--- src/rtl/csm_arbiter_if.sv ---
// Handshake bundle between the port A/B masters and the CSM access arbiter.
// The arbiter takes the slave modport; the masters (or a bench) take the master modport.
interface csm_arbiter_if;
    logic       a_enable;
    logic       a_hold;
    logic       a_release;
    logic       b_enable;
    logic       b_hold;
    logic       b_release;
    logic       a_grant;
    logic       b_grant;
    logic [1:0] a_err;
    logic [1:0] b_err;
    logic [1:0] owner;
    logic       timeout;

    modport slave (
        input  a_enable, a_hold, a_release,
        input  b_enable, b_hold, b_release,
        output a_grant, b_grant, a_err, b_err, owner, timeout
    );

    modport master (
        output a_enable, a_hold, a_release,
        output b_enable, b_hold, b_release,
        input  a_grant, b_grant, a_err, b_err, owner, timeout
    );
endinterface

--- src/rtl/csm_arbiter.sv ---
// Two-port CSM ownership arbiter: round-robin ties, burst-limited preemption,
// exclusive locks broken by a watchdog, and per-port status codes.
module csm_arbiter #(
    parameter int MAX_BURST    = 8,
    parameter int HOLD_TIMEOUT = 64,
    parameter int CNT_W        = 7
) (
    input  logic          clk,
    input  logic          reset,
    csm_arbiter_if.slave  bus
);
    typedef enum logic [2:0] {
        IDLE    = 3'd0,
        GRANT_A = 3'd1,
        GRANT_B = 3'd2,
        LOCK_A  = 3'd3,
        LOCK_B  = 3'd4
    } state_t;

    localparam logic [CNT_W-1:0] BURST_LAST = CNT_W'(MAX_BURST - 1);
    localparam logic [CNT_W-1:0] HOLD_LAST  = CNT_W'(HOLD_TIMEOUT - 1);

    state_t           state_q, state_d;
    logic             last_owner_q, last_owner_d;   // 0 = A, 1 = B
    logic [CNT_W-1:0] burst_cnt_q, burst_cnt_d;
    logic [CNT_W-1:0] hold_cnt_q, hold_cnt_d;
    logic [1:0]       a_err_q, a_err_d;
    logic [1:0]       b_err_q, b_err_d;
    logic             timeout_q, timeout_d;
    logic             a_forced, b_forced;

    always_ff @(posedge clk or posedge reset) begin
        if (reset) begin
            state_q      <= IDLE;
            last_owner_q <= 1'b1;
            burst_cnt_q  <= '0;
            hold_cnt_q   <= '0;
            a_err_q      <= 2'b00;
            b_err_q      <= 2'b00;
            timeout_q    <= 1'b0;
        end else begin
            state_q      <= state_d;
            last_owner_q <= last_owner_d;
            burst_cnt_q  <= burst_cnt_d;
            hold_cnt_q   <= hold_cnt_d;
            a_err_q      <= a_err_d;
            b_err_q      <= b_err_d;
            timeout_q    <= timeout_d;
        end
    end

    always_comb begin
        state_d     = state_q;
        burst_cnt_d = burst_cnt_q;
        hold_cnt_d  = hold_cnt_q;
        a_forced    = 1'b0;
        b_forced    = 1'b0;

        case (state_q)
            IDLE: begin
                if (bus.a_enable && bus.b_enable)
                    state_d = last_owner_q ? GRANT_A : GRANT_B;
                else if (bus.a_enable)
                    state_d = GRANT_A;
                else if (bus.b_enable)
                    state_d = GRANT_B;
            end
            GRANT_A: begin
                burst_cnt_d = bus.b_enable ? burst_cnt_q + 1'b1 : '0;
                // Lock beats drop/preempt; a drop beats preemption in the same cycle.
                if (bus.a_enable && bus.a_hold)
                    state_d = LOCK_A;
                else if (!bus.a_enable)
                    state_d = bus.b_enable ? GRANT_B : IDLE;
                else if (bus.b_enable && burst_cnt_q >= BURST_LAST)
                    state_d = GRANT_B;
            end
            GRANT_B: begin
                burst_cnt_d = bus.a_enable ? burst_cnt_q + 1'b1 : '0;
                if (bus.b_enable && bus.b_hold)
                    state_d = LOCK_B;
                else if (!bus.b_enable)
                    state_d = bus.a_enable ? GRANT_A : IDLE;
                else if (bus.a_enable && burst_cnt_q >= BURST_LAST)
                    state_d = GRANT_A;
            end
            LOCK_A: begin
                hold_cnt_d = hold_cnt_q + 1'b1;
                if (bus.a_release) begin
                    state_d = bus.b_enable ? GRANT_B : IDLE;
                end else if (hold_cnt_q >= HOLD_LAST) begin
                    state_d  = bus.b_enable ? GRANT_B : IDLE;
                    a_forced = 1'b1;
                end
            end
            LOCK_B: begin
                hold_cnt_d = hold_cnt_q + 1'b1;
                if (bus.b_release) begin
                    state_d = bus.a_enable ? GRANT_A : IDLE;
                end else if (hold_cnt_q >= HOLD_LAST) begin
                    state_d  = bus.a_enable ? GRANT_A : IDLE;
                    b_forced = 1'b1;
                end
            end
            default: state_d = IDLE;
        endcase

        // Every change of state starts both counters afresh.
        if (state_d != state_q) begin
            burst_cnt_d = '0;
            hold_cnt_d  = '0;
        end
    end

    always_comb begin
        last_owner_d = last_owner_q;
        case (state_d)
            GRANT_A, LOCK_A: last_owner_d = 1'b0;
            GRANT_B, LOCK_B: last_owner_d = 1'b1;
            default:         last_owner_d = last_owner_q;
        endcase
    end

    always_comb begin
        a_err_d   = 2'b00;
        b_err_d   = 2'b00;
        timeout_d = a_forced | b_forced;

        if ((bus.a_release && state_q != LOCK_A) || a_forced)
            a_err_d = 2'b11;
        else if (bus.a_enable && state_q == GRANT_B)
            a_err_d = 2'b01;
        else if (bus.a_enable && state_q == LOCK_B)
            a_err_d = 2'b10;

        if ((bus.b_release && state_q != LOCK_B) || b_forced)
            b_err_d = 2'b11;
        else if (bus.b_enable && state_q == GRANT_A)
            b_err_d = 2'b01;
        else if (bus.b_enable && state_q == LOCK_A)
            b_err_d = 2'b10;
    end

    assign bus.a_grant = (state_q == GRANT_A) || (state_q == LOCK_A);
    assign bus.b_grant = (state_q == GRANT_B) || (state_q == LOCK_B);
    assign bus.owner   = {bus.b_grant, bus.a_grant};
    assign bus.a_err   = a_err_q;
    assign bus.b_err   = b_err_q;
    assign bus.timeout = timeout_q;
endmodule
--- src/flat_wrapper.sv ---
// flat-port wrapper written by rule: the top's interface ports become plain ports
module csm_arbiter_flat 
#(
    parameter int MAX_BURST    = 8,
    parameter int HOLD_TIMEOUT = 64,
    parameter int CNT_W        = 7
)
  (clk, reset, bus_a_enable, bus_a_hold, bus_a_release, bus_b_enable, bus_b_hold, bus_b_release, bus_a_grant, bus_b_grant, bus_a_err, bus_b_err, bus_owner, bus_timeout);
  csm_arbiter_if bus_i ();
  input  logic clk;
  input  logic reset;
  input wire logic [$bits(bus_i.a_enable)-1:0] bus_a_enable;
  input wire logic [$bits(bus_i.a_hold)-1:0] bus_a_hold;
  input wire logic [$bits(bus_i.a_release)-1:0] bus_a_release;
  input wire logic [$bits(bus_i.b_enable)-1:0] bus_b_enable;
  input wire logic [$bits(bus_i.b_hold)-1:0] bus_b_hold;
  input wire logic [$bits(bus_i.b_release)-1:0] bus_b_release;
  output wire logic [$bits(bus_i.a_grant)-1:0] bus_a_grant;
  output wire logic [$bits(bus_i.b_grant)-1:0] bus_b_grant;
  output wire logic [$bits(bus_i.a_err)-1:0] bus_a_err;
  output wire logic [$bits(bus_i.b_err)-1:0] bus_b_err;
  output wire logic [$bits(bus_i.owner)-1:0] bus_owner;
  output wire logic [$bits(bus_i.timeout)-1:0] bus_timeout;
  assign bus_i.a_enable = bus_a_enable;
  assign bus_i.a_hold = bus_a_hold;
  assign bus_i.a_release = bus_a_release;
  assign bus_i.b_enable = bus_b_enable;
  assign bus_i.b_hold = bus_b_hold;
  assign bus_i.b_release = bus_b_release;
  assign bus_a_grant = bus_i.a_grant;
  assign bus_b_grant = bus_i.b_grant;
  assign bus_a_err = bus_i.a_err;
  assign bus_b_err = bus_i.b_err;
  assign bus_owner = bus_i.owner;
  assign bus_timeout = bus_i.timeout;
  csm_arbiter #(.MAX_BURST(MAX_BURST), .HOLD_TIMEOUT(HOLD_TIMEOUT), .CNT_W(CNT_W)) u_core (.clk(clk), .reset(reset), .bus(bus_i));
endmodule
--- config.mk ---
export PLATFORM = sky130hd
export DESIGN_NAME = csm_arbiter_flat
export DESIGN_NICKNAME = d
export VERILOG_FILES = /design/src/rtl/csm_arbiter_if.sv /design/src/rtl/csm_arbiter.sv /design/src/flat_wrapper.sv
export SDC_FILE = /design/constraint.sdc
export NUM_CORES = 1
export LEC_CHECK = 0
export CAP_MARGIN = 20
export CORE_AREA = 2 2 63 65
export DETAILED_ROUTE_END_ITERATION = 6
export DIE_AREA = 0 0 65 67
export GPL_TIMING_DRIVEN = 0
export PLACE_DENSITY_LB_ADDON = 0.15
export SYNTH_ARGS = -nofsm -noshare
export SYNTH_HDL_FRONTEND = slang
export SYNTH_SLANG_ARGS = --single-unit
--- constraint.sdc ---
create_clock -name clk -period 2.2 [get_ports clk]
set_clock_uncertainty 0.1 [all_clocks]
set_input_delay 0.44 -clock clk [delete_from_list [all_inputs] [get_ports clk]]
set_output_delay 0.44 -clock clk [all_outputs]
set_load 0.05 [all_outputs]
# Word-level counts from Yosys, hierarchy flattened
# Index checks and enable logic that the tools add are counted.
# Widths: inputs -> output; s select.
dict set report op_classes {
  reduce_logical 22
  n_mux 35
  n_bitwise 1
  n_eq_ne 11
  magnitude_cmp 2
  add_sub_neg 2
}
# op n
set ops {}
lappend ops {{$mux 3} 13}
lappend ops {{$mux 7} 5}
lappend ops {{$mux 2} 8}
lappend ops {{$pmux 3 s5} 1}
lappend ops {{$add 7x1->7 const B} 2}
lappend ops {{$pmux 7 s2} 1}
lappend ops {{$eq 3x2->1 const B} 4}
lappend ops {{$logic_and 1x1->1} 11}
lappend ops {{$ge 7x3->1 const B} 1}
lappend ops {{$ge 7x6->1 const B} 1}
lappend ops {{$eq 3x1->1 const B} 2}
lappend ops {{$eq 3x3->1 const B} 2}
lappend ops {{$mux 1} 6}
lappend ops {{$reduce_or 2->1} 3}
lappend ops {{$logic_or 1x1->1} 4}
lappend ops {{$reduce_bool 2->1} 2}
lappend ops {{$logic_not 3->1} 1}
lappend ops {{$ne 3x2->1 const B} 1}
lappend ops {{$ne 3x3->1} 1}
lappend ops {{$ne 3x3->1 const B} 1}
lappend ops {{$reduce_bool 3->1} 1}
lappend ops {{$pmux 1 s2} 1}
lappend ops {{$or 1x1->1} 1}
dict set report totals {
  out_inout_bits 9
  inputBits 8
  regBits 23
  elab_cells 80
}

# Depth between registers and ports, before layout
dict set report logic_depth {
  ltp_word 9
  mapped_depth 7
}

# Worst setup path after synthesis
# OpenSTA, ideal clock, no wires.
dict set report synth_timing {
  kind {register -> register}
  start {register u_core.state_q[2]}
  end {register u_core.burst_cnt_q[1]}
  synth_period_minus_slack_ps 2557
  required_time_ps 1989
  setup_ps 111
  path_stages_with_launch 7
  arrival_time_ps 2346
  slack_ps -357
  path_buffers 1
  path_cell_list {dfrtp_1 nor2b_1 nand3b_1 o221ai_1 o21ai_1 buf_2 a2111oi_2}
}
dict set report synth_between {
  elab_chain_cells 6
  word_cells_on_any_way 23
  cone_classes {eq/ne (5); mux (16); reduce/logical (2)}
}
# element line_no
set synth_rtl {}
lappend synth_rtl {{from (decl)} csm_arbiter.sv:23} ;# state_t state_q, state_d;
lappend synth_rtl {{from (signal assigned)} csm_arbiter.sv:42} ;# state_q <= state_d;
lappend synth_rtl {{$mux 3 (on tied branches)} {csm_arbiter.sv:84, csm_arbiter.sv:75, csm_arbiter.sv:65}}
lappend synth_rtl {{$mux 3 (on tied branches)} {csm_arbiter.sv:82, csm_arbiter.sv:73, csm_arbiter.sv:63}}
lappend synth_rtl {{$mux 3 (on tied branches)} {csm_arbiter.sv:80, csm_arbiter.sv:71, csm_arbiter.sv:61}}
lappend synth_rtl {{$pmux 3 s5} csm_arbiter.sv:59} ;# case (state_q)
lappend synth_rtl {{$ne 3x3->1} csm_arbiter.sv:109} ;# if (state_d != state_q) begin
lappend synth_rtl {{$reduce_bool 3->1 (no source line) / $mux 7 (equally long branches)} n/a}
lappend synth_rtl {{to (signal assigned)} csm_arbiter.sv:44} ;# burst_cnt_q <= burst_cnt_d;
lappend synth_rtl {{to (decl)} csm_arbiter.sv:25} ;# logic [CNT_W-1:0] burst_cnt_q, burst_cnt_d;
# Several ways; a longest one is shown, not always the timed one.
# A chain may end at the register's enable or synchronous reset.

# Final worst setup path
dict set report layout_timing {
  start {register u_core.burst_cnt_q[4]}
  end {register u_core.burst_cnt_q[6]}
}
dict set report layout_between {
  elab_chain_cells 8
  word_cells_on_any_way 17
  cone_classes {add/sub (1); order compare (1); eq/ne (1); mux (11); reduce/logical (3)}
}
# element line_no
set layout_rtl {}
lappend layout_rtl {{$ge 7x3->1} {csm_arbiter.sv:75, csm_arbiter.sv:84}}
lappend layout_rtl {{$logic_and 1x1->1 (on tied branches)} {csm_arbiter.sv:84, csm_arbiter.sv:75}}
lappend layout_rtl {{$mux 3 (on tied branches)} {csm_arbiter.sv:84, csm_arbiter.sv:75}}
lappend layout_rtl {{$mux 3 (on tied branches)} {csm_arbiter.sv:82, csm_arbiter.sv:73}}
lappend layout_rtl {{$mux 3 (on tied branches)} {csm_arbiter.sv:80, csm_arbiter.sv:71}}
lappend layout_rtl {{$pmux 3 s5} csm_arbiter.sv:59}
lappend layout_rtl {{$ne 3x3->1} csm_arbiter.sv:109}
lappend layout_rtl {{$reduce_bool 3->1 (no source line) / $mux 7 (equally long branches)} n/a}
# Several ways; a longest one is shown, not always the timed one.

==> metrics <==
number of design-rule violations left by the first detailed-router iteration 111; Initial Util 0.4421; via count of the first global-routing pass 1469; row count 22; most used flip-flop cell after synthesis sky130_fd_sc_hd__dfrtp_1; flop and latch count out of synthesis 23; proportion of synthesized chip area in sequential cells 0.3619; post-synthesis mux area share 0.01884; power density over cell area 1181 mW/mm^2; total placed cells including tap cells 231; combinational family with the most area after synthesis compound AO/OA/AOI/OAI gates; switching power summed over all nets 1.381 mW; combined area of all synthesized cells 0.001594 sq mm; Hold Worst Slack 0.4314 ns; most frequent standard cell in the layout excluding fill and tap cells sky130_fd_sc_hd__buf_4; number of sinks driven by the clock tree 23; post-synthesis simple-gate area fraction 0.1954; relative max-transition margin 0.3952; post-placement cell area 0.001814 sq mm; final worst-path cycle share 1.006; status finished with violations; startpoint kind of the worst setup timing path flop; violated checks setup timing; TritonCTS clock tree yes; part of the power in combinational logic 0.696; total number of vias 1567; shortest clock period the worst path allows after layout 2.213 ns; cell type with the largest total area after synthesis sky130_fd_sc_hd__dfrtp_1; non-filler cells, final 254; average cell area after synthesis 9.488 sq um; Highest Clock Rate 451.9 MHz; Syn. warnings 0; top-level I/O count 17; worst-path cell chain nor4_4, o211ai_1, a41oi_1, a211oi_2, buf_4, a2111oi_0; CP Class reg -> reg; data arrival time of the worst path 2.25 ns; fraction of power consumed by sequential logic 0.207; net count of the mapped netlist 178; RSZ-0062 raised after global routing true; horizontal die dimension 65 um; Area contributors post-synth sky130_fd_sc_hd__dfrtp_1 35%, sky130_fd_sc_hd__a2111oi_2 9.4%, sky130_fd_sc_hd__a21oi_1 4.4%, sky130_fd_sc_hd__xor2_1 2.7%, sky130_fd_sc_hd__nand2_1 2.4%; number of I/O port buffers 15; placer's final routability congestion estimate 0.8365; peak per-stage delay on the critical path 0.45 ns; Root Driver sky130_fd_sc_hd__clkbuf_8; type of element capturing the critical path flop; detail-routed via count per cell 6.169; area enclosed by the die boundary 0.004355 sq mm; number of buffers between clock root and the deepest sink 2; adder and majority cell fraction of the synthesized area 0.01570; commonest non-fill, non-tap cells in the layout 21 x sky130_fd_sc_hd__buf_4, 16 x sky130_fd_sc_hd__dfrtp_1, 11 x sky130_fd_sc_hd__a21oi_1, 10 x sky130_fd_sc_hd__nand2_1, 10 x sky130_fd_sc_hd__a2111oi_4; first drt pass iteration count 4; class of the worst hold path in -> reg; largest net degree at the start of global routing 24; number of flops mapped to enable cells by yosys 0; share of the core filled with cells 0.6589; antenna violations before repair 0; GRT Overall Usage 0.1996; detailed-route wire length 4579 um; P&R area growth vs syn 49.06%; post-route setup TNS -0.01280 ns; number of diodes 0; Tightest Pin Transition 0.9062 ns; Final ANT Viol Nets 0; clock power share 0.097; Pins Over Slew Limit 0; clock latency reported for the late side of the worst-skew pair 0.27 ns; clock-pin slew on the worst setup and hold paths 0.08 ns; global route overflow 0; xor/xnor share of the synthesized area 0.04396; total chip power 2.807 mW; Post-Syn Instances 168; number of library cell types mapped by synthesis 52; required arrival time at the worst endpoint 2.23 ns; Core Area 0.003606 sq mm; number of max-cap violations 0; share of the synthesized area in the top cell type 0.3454; number of buffers inserted during clock tree synthesis 3; post-synthesis compound-gate area fraction 0.2912; proportion of register bits with asynchronous set or reset after synthesis 1.000; proportion of layout cells with a drive suffix above 1 0.3932; Setup-failing EPs final 1; number of levels in the clock H-tree 1; internal cell power 1.425 mW; final design instance area without fill 0.002376 sq mm; wire length of the first global-routing pass 6762 um; worst-path fanout max 4; worst setup slack before clock tree synthesis -0.6342 ns; slack of the critical path -0.01280 ns; Final Hold Vio Count 0; VDD IR max 748.5 uV; detailed-route DRC error count 0; switching power share of the total 0.4922; wire per inst 18.03 um; Die H 67 um; leakage power 0.8589 nW; crit path max-delay cell type sky130_fd_sc_hd__dfrtp_2; DP Wirelength 2670 um; # nets final 217
==> layout make-up <==
type                    count  area [sq um]
fillers                   262          1230
multi-input cells         122          1187
flip-flops and latches     23         584.3
repair buffers             36         335.3
plain buffers              11         126.4
well taps                  48         60.06
clock buffers               4         45.04
inverters                  10         37.54
==> worst max-delay path, delay by kind of cell, from the launching register on <==
kind / cells / cell delay, ns
AND/OR/NAND/NOR: 1 / 0.32
AO/OA/AOI/OAI: 4 / 1.03
flip-flops: 1 / 0.45
buffers and inverters: 1 / 0.18
==> timing repair <==
item	4_1_cts	5_1_grt
cloned	2	0
endpoints found under the setup margin	18	15
setup buffers	8	11
gates resized for setup	42	36
hold buffers	0	0
pin swaps	4	11
==> registers in the layout, summed over array words and instances (netlist names) <==
register and cells:
u_core.state_q 3, u_core.last_owner_q 1, u_core.bus.b_err 2, u_core.hold_cnt_q 7
u_core.bus.a_err 2, u_core.burst_cnt_q 7, u_core.bus.timeout 1
==> power groups by stage <==
| stage | sequential [mW] | clock (mW) | combinational, mW |
|---|---|---|---|
| floorplan | 0.639 | 0 | 0.903 |
| global placement | 0.567 | 0 | 1.27 |
| detailed placement | 0.570 | 0 | 1.29 |
| CTS | 0.566 | 0.274 | 1.58 |
| global route | 0.589 | 0.295 | 2.07 |
| finish | 0.581 | 0.271 | 1.95 |
==> cells by family (layout without fill, tap and decap cells) <==
family	count (synthesis)	in the layout
xor+xnor	8	8
mux	3	3
fa+ha+maj	2	2
flops	23	23
buf+inv	23	61
simple gates	51	51
compound gates	58	58
==> cells in the mapped netlist, types with 3 or more instances <==
master	count
sky130_fd_sc_hd__buf_4	4
sky130_fd_sc_hd__nor2_1	10
sky130_fd_sc_hd__buf_2	6
sky130_fd_sc_hd__xor2_1	5
sky130_fd_sc_hd__mux2i_1	3
sky130_fd_sc_hd__nand2_1	10
sky130_fd_sc_hd__xnor2_1	3
sky130_fd_sc_hd__nor3_1	3
sky130_fd_sc_hd__a2111oi_0	4
sky130_fd_sc_hd__inv_1	9
sky130_fd_sc_hd__o21ai_0	7
sky130_fd_sc_hd__dfrtp_1	22
sky130_fd_sc_hd__o21ai_1	3
sky130_fd_sc_hd__o2111ai_1	3
sky130_fd_sc_hd__a21oi_1	14
sky130_fd_sc_hd__o211ai_1	3
sky130_fd_sc_hd__a2111oi_2	10
sky130_fd_sc_hd__nand3_1	3
==> worst paths after layout <==
| path | startpoint | endpoint | slack [ns] | cells past startpoint |
|---|---|---|---|---|
| max in group asynchronous | reset | u_core.state_q[1]$_DFF_PP0_ | 0.82 | 2 |
| max | u_core.burst_cnt_q[4]$_DFFE_PP0P_ | u_core.burst_cnt_q[6]$_DFFE_PP0P_ | -0.01 | 6 |
| max reg2reg | u_core.burst_cnt_q[4]$_DFFE_PP0P_ | u_core.burst_cnt_q[6]$_DFFE_PP0P_ | -0.01 | 6 |
| min reg2reg | u_core.last_owner_q$_DFFE_PP1P_ | u_core.last_owner_q$_DFFE_PP1P_ | 0.47 | 2 |
| min in group asynchronous | reset | u_core.hold_cnt_q[4]$_DFFE_PP0P_ | 0.56 | 2 |
| min | bus_b_enable | u_core.state_q[1]$_DFF_PP0_ | 0.43 | 3 |
==> routing by layer <==
layer,vias up,GRT usage,wire length [um]
met1,779,0.2442,1924
met3,13,0.03547,224
met2,58,0.3608,2327
met5,-,0,0
met4,0,0.05053,102
li1,717,-,-
Note: power is estimated with default switching activity, not from simulation.
